===== config.mk =====
export PLATFORM = sky130hd
export DESIGN_NAME = sd_emmc_axi_wr_arbiter
export DESIGN_NICKNAME = d
export VERILOG_FILES = /design/src/rtl/sd_emmc_axi_wr_arbiter.sv
export SDC_FILE = /design/constraint.sdc
export NUM_CORES = 1
export LEC_CHECK = 0
export ABC_AREA = 1
export CORE_ASPECT_RATIO = 0.9
export CORE_MARGIN = 3
export CORE_UTILIZATION = 40
export CTS_BUF_LIST = sky130_fd_sc_hd__clkbuf_2
export DETAILED_ROUTE_END_ITERATION = 8
export PLACE_DENSITY = 0.93
export SETUP_SLACK_MARGIN = 0.05
export SLEW_MARGIN = 5
export SYNTH_ARGS = -nofsm -noshare
export SYNTH_HDL_FRONTEND = slang
export SYNTH_SLANG_ARGS = --single-unit

===== constraint.sdc =====
create_clock -name clock -period 1.6 [get_ports clock]
set_clock_uncertainty 0.15 [all_clocks]
set_input_delay 0.48 -clock clock [delete_from_list [all_inputs] [get_ports clock]]
set_output_delay 0.48 -clock clock [all_outputs]
set_load 0.03 [all_outputs]

===== src/rtl/sd_emmc_axi_wr_arbiter.sv =====
// Two-requester single-beat AXI write arbiter (DMA data path vs. status/descriptor writeback).
// Define AXI_WR_ARB_RR_EN for two-way round-robin; otherwise req0 has fixed priority over req1.
module sd_emmc_axi_wr_arbiter #(
    parameter int ADDR_W = 32,
    parameter int DATA_W = 32
) (
    input  logic              clock,
    input  logic              reset,
    input  logic              req0_valid,
    input  logic [ADDR_W-1:0] req0_addr,
    input  logic [DATA_W-1:0] req0_data,
    output logic              req0_done,
    input  logic              req1_valid,
    input  logic [ADDR_W-1:0] req1_addr,
    input  logic [DATA_W-1:0] req1_data,
    output logic              req1_done,
    output logic [ADDR_W-1:0] awaddr,
    output logic              awvalid,
    input  logic              awready,
    output logic [DATA_W-1:0] wdata,
    output logic              wvalid,
    input  logic              wready,
    output logic              wlast,
    input  logic [1:0]        bresp,
    input  logic              bvalid,
    output logic              bready,
    output logic              wr_err,
    input  logic              err_clr,
    output logic              busy
);

    typedef enum logic [1:0] {IDLE, XFER, RESP} state_t;

    state_t state, state_nxt;
    logic   grant_go, grant_win, grant_sel;
    logic   aw_hs, w_hs, b_hs, aw_fin, w_fin;

    assign aw_hs  = awvalid & awready;
    assign w_hs   = wvalid & wready;
    assign b_hs   = bvalid & bready;
    // a channel is finished if it handshakes now or already did earlier
    assign aw_fin = aw_hs | ~awvalid;
    assign w_fin  = w_hs | ~wvalid;
    assign busy   = (state != IDLE);

    // No grant while a done pulse is out, so a requester still holding valid is not re-served.
    assign grant_go = (state == IDLE) & (req0_valid | req1_valid) & ~(req0_done | req1_done);

`ifdef AXI_WR_ARB_RR_EN
    logic last_grant;

    assign grant_win = (req0_valid & req1_valid) ? ~last_grant : req1_valid;

    always_ff @(posedge clock) begin
        if (!reset)        last_grant <= 1'b1;
        else if (grant_go) last_grant <= grant_win;
    end
`else
    assign grant_win = ~req0_valid;
`endif

    always_ff @(posedge clock) begin
        if (!reset) state <= IDLE;
        else        state <= state_nxt;
    end

    always_comb begin
        state_nxt = state;
        case (state)
            IDLE:    if (grant_go) state_nxt = XFER;
            XFER:    if (aw_fin && w_fin) state_nxt = RESP;
            RESP:    if (b_hs) state_nxt = IDLE;
            default: state_nxt = IDLE;
        endcase
    end

    always_ff @(posedge clock) begin
        if (!reset) begin
            awaddr    <= '0;
            wdata     <= '0;
            awvalid   <= 1'b0;
            wvalid    <= 1'b0;
            wlast     <= 1'b0;
            bready    <= 1'b0;
            grant_sel <= 1'b0;
            req0_done <= 1'b0;
            req1_done <= 1'b0;
            wr_err    <= 1'b0;
        end else begin
            req0_done <= 1'b0;
            req1_done <= 1'b0;
            case (state)
                IDLE: if (grant_go) begin
                    awaddr    <= grant_win ? req1_addr : req0_addr;
                    wdata     <= grant_win ? req1_data : req0_data;
                    awvalid   <= 1'b1;
                    wvalid    <= 1'b1;
                    wlast     <= 1'b1;
                    grant_sel <= grant_win;
                end
                XFER: begin
                    if (aw_hs) awvalid <= 1'b0;
                    if (w_hs) begin
                        wvalid <= 1'b0;
                        wlast  <= 1'b0;
                    end
                    if (aw_fin && w_fin) bready <= 1'b1;
                end
                RESP: if (b_hs) begin
                    bready    <= 1'b0;
                    req0_done <= ~grant_sel;
                    req1_done <= grant_sel;
                end
                default: ;
            endcase
            // an error response outranks a simultaneous clear
            if (b_hs && bresp != 2'b00) wr_err <= 1'b1;
            else if (err_clr)           wr_err <= 1'b0;
        end
    end

endmodule

==> results.md <==
Logic synthesis:
- During synthesis, Yosys emitted a total of 0 warnings.
- The number of distinct library cells after synthesis is 15.
- The net count of the mapped netlist is about 800.
- By area the synthesized netlist is led by dfxtp_1, nand2_1, nor2_1.
- dfxtp_1 takes more of the synthesized area than any other cell.
- The sequential-to-total area share from yosys stat is 0.390.
- Synthesis produced approximately 670 cells.
- The share of Yosys cell area claimed by the top area cell type is 0.390.
- The synthesized netlist occupies a cell area of 3750 sq um.
- The synthesis-stage register bit count is 73.
- In this run the mean area of a mapped cell was 5.63 sq um.

Setup path:
- The largest fanout of any net on the critical path is 2.
- The data arrival time of the critical path is 1.17 ns.
- The start of the worst register-to-register path is state[0].
- The category of the most critical setup path is flop to output pin.
- The logic depth of the worst register-to-register path is 6.
- The worst endpoint required time is about 0.97 ns.
- The register-to-register setup slack is around 0.11 ns.
- The worst setup path is captured at an output pin.
- The endpoint identified for the worst register-to-register timing path is awaddr[31].
- The critical path launch point type is a flop.

Floorplan:
- For this configuration, the core starts out at a cell density of 0.424.
- The number of rows created at floorplan is 32.
- The core footprint is roughly 8800 sq um.
- The floorplan step defined a die boundary enclosing 10600 sq um.
- 210 I/O pins were placed.
- From bottom edge to top edge, the die measures 97.8 microns.
- The x dimension of the die is 108 microns.

GRT:
- The global-route wire length before repair is 18500 microns.
- The total overflow left after global routing is 0.
- The via count of the first global-routing pass is between 4000 and 5000.
- The aggregate global-route resource usage is 0.217.
- The initial antenna violation count is 0.
- The pin count of the biggest net entering global routing is 48.

Final layout:
- The final cell area excluding filler cells is 6890 sq um.
- Relative to the synthesized area, the layout overhead comes to 83.8%.
- The repair_antennas step left the layout with diodes totalling 0.
- The library cell used most frequently in the layout, excluding fill and tap cells, is nand2_1.
- The top cell types in the final layout, fill and taps aside, are nand2_1, clkdlybuf4s50_1, nor2_1, buf_6, inv_1.
- In the final design database the tool counted 1041 nets.
- At the end of the flow the core is filled with cells to 0.779.
- In the final layout, the registers with the most flip-flops are awaddr x32, wdata x32, state x2.
- The fraction of layout cells with a size suffix above 1 is 0.244.

Route:
- For this block, the via count after detailed routing is 4605.
- For this run, design rule violations remaining after detail routing come to 0.
- After detailed routing, the number of vias per cell comes to 4.48.
- The post-detailed-routing wire length is between 10000 and 15000 microns.
- The detailed router finished its first iteration with ~160 violations.
- The detail route stage leaves a number of antenna-violating nets equal to 0.
- The detailed-route wire length per cell is between 10 and 15 microns.
- The first detailed-routing pass took 4 iterations.

Timing:
- The transition time of the tightest slew-check pin is 0.294 ns.
- The final setup violation count is 72.
- The headroom to the max-slew limit is 0.803.
- For this run, the top clock speed supported by timing is between 500 and 600 MHz.
- The number of slew-limit violations in the final report came to 0.
- The final total negative setup slack is -2.96 ns.
- Setup repair after global routing could not meet its margin everywhere.
- Dividing the final minimum period by the clock period gives 1.13.
- The worst-case setup margin in the final layout is -0.203 ns.
- Hold timing on the final database bottoms out at a slack of 0.238 ns.
- The number of hold violations in the final report is 0.
- Counting I/O delays and the setup requirement, the final critical path takes 1.80 ns.

Pwr:
- The internal power is between 0.004 and 0.005 W.
- The share of total power dissipated in sequential elements is 0.347.
- Of the total power, the clock network draws 0.196.
- Power spread over the standard cell area amounts to 973 nW/um^2.
- In this run the power spent charging and discharging nets is 0.00242 W.
- The highest ir drop seen on vdd is about 0.65 mV.
- Of the total power, the share spent switching nets is 0.361.
- The share of total power in combinational logic is 0.456.
- Summed over all cells, the static leakage comes to 3.58 nW.

Status:
- The final reports fail on negative setup slack.
- The flow ran to the end, but the final reports show violations.

Clock network:
- Clock tree synthesis inserted a total of 9 buffers.
- The maximum number of buffers from clock root to sink is 2.
- For this design, the sink count on the clock tree is 73.
- The TritonCTS clock tree is built.
- The clock network latency to the later pin of the worst-skew pair is 0.51 ns.
- CTS placed an instance of clkbuf_2 at the clock tree root.
- The clock tree synthesis step divided the H-tree into 3 levels.
- The post-CTS clock slew at the launch and capture registers of the worst setup and hold paths is 0.21 ns.

Flow run:
- Across the run, the number of max-cap violations was 0.

Min path:
- The path class of the tightest hold or removal check is input port to flop.
- The path with the worst hold slack has its endpoint at awaddr[1].
- Counting instances, the worst hold path has a depth of 4.
- In this run the most critical hold path is launched from reset.

Placement:
- The placed standard-cell area is 5870 sq um.
- Prior to clock tree synthesis, the placed netlist has a worst setup slack of -0.313 ns.
- The number of buffers added on ports is 209.
- The weighted congestion reported at the end of routability-driven placement is 0.784.
- Detailed placement finished with a half-perimeter wire length of 8340 microns.
## cell usage after synthesis
cell type / number
nor2_2: 1
nand3_1: 1
a21oi_1: 6
buf_4: 2
buf_6: 1
nand2_1: 336
nand3_2: 1
clkbuf_1: 12
nor3_1: 2
inv_1: 76
buf_2: 20
buf_1: 1
dfxtp_1: 73
nor2_1: 133
o21ai_0: 1
## layout make-up
| cell class | instances | area, sq um |
|---|---|---|
| Tap cell | 119 | 149 |
| Clock buffer | 9 | 45.0 |
| Sequential cell | 73 | 1550 |
| Fill cell | 656 | 1960 |
| Timing Repair Buffer | 259 | 2830 |
| Inverter | 76 | 285 |
| Clock inverter | 7 | 109 |
| Multi-Input combinational cell | 484 | 1920 |
## routing by layer
layer  track usage  vias up  part of all wire
li1              -     2396                 -
met1         0.226     2051              0.39
met2         0.413      140              0.53
met3        0.0674       18             0.067
met4        0.0612        0             0.012
met5             0        -                 0
## timing repair
item | CTS | global route
gates cloned | 0 | 15
setup buffers | 12 | 12
pin swaps | 3 | 3
hold endpoints to repair | 0 | 0
resized for setup | 147 | 14
hold buffers | 0 | 0
endpoints found under the setup margin | 72 | 138
## stage by stage
step                total power (W)  std cells
detailed placement          0.00467        975
global route                0.00706       1027
floorplan                   0.00365        666
CTS                         0.00632       1003
finish                      0.00670       1027
global placement            0.00462        975
## critical path, stage by stage, from the launching register on
cell and delay (ns):
dfxtp_2 0.38, nor2_4 0.10, inv_2 0.05, buf_6 0.13
## how the worst max path moves through the flow
| stage | depth (start not counted) | startpoint | slack (ns) | to |
|---|---|---|---|---|
| after detailed placement | 7 | req1_valid | -0.31 | awaddr[23] |
| after floorplan | 6 | req1_done | 0.20 | wdata[17] |
| after CTS | 3 | state[1] | -0.26 | busy |
| after global routing | 3 | state[0] | -0.30 | busy |
| after global placement | 7 | req1_valid | -0.24 | awaddr[14] |
| final | 3 | state[0] | -0.20 | busy |
## kinds of logic (layout without fill, tap and decap cells)
group,count (synthesis),in the layout,synth area share
AOI/OAI and AO/OA,7,7,0.00934
buffers and inverters,112,351,0.123
and+or+nand+nor,474,477,0.478
DFF,73,73,0.390
## power by group through the flow
stage / Combinational (W) / Sequential (W) / Clock [W]
3_5_place_dp: 0.00241 / 0.00226 / 0
5_1_grt: 0.00329 / 0.00235 / 0.00142
2_1_floorplan: 0.000888 / 0.00276 / 0
6_report: 0.00306 / 0.00233 / 0.00132
3_3_place_gp: 0.00238 / 0.00225 / 0
4_1_cts: 0.00266 / 0.00232 / 0.00134
Power figures use the tool's default switching activity.
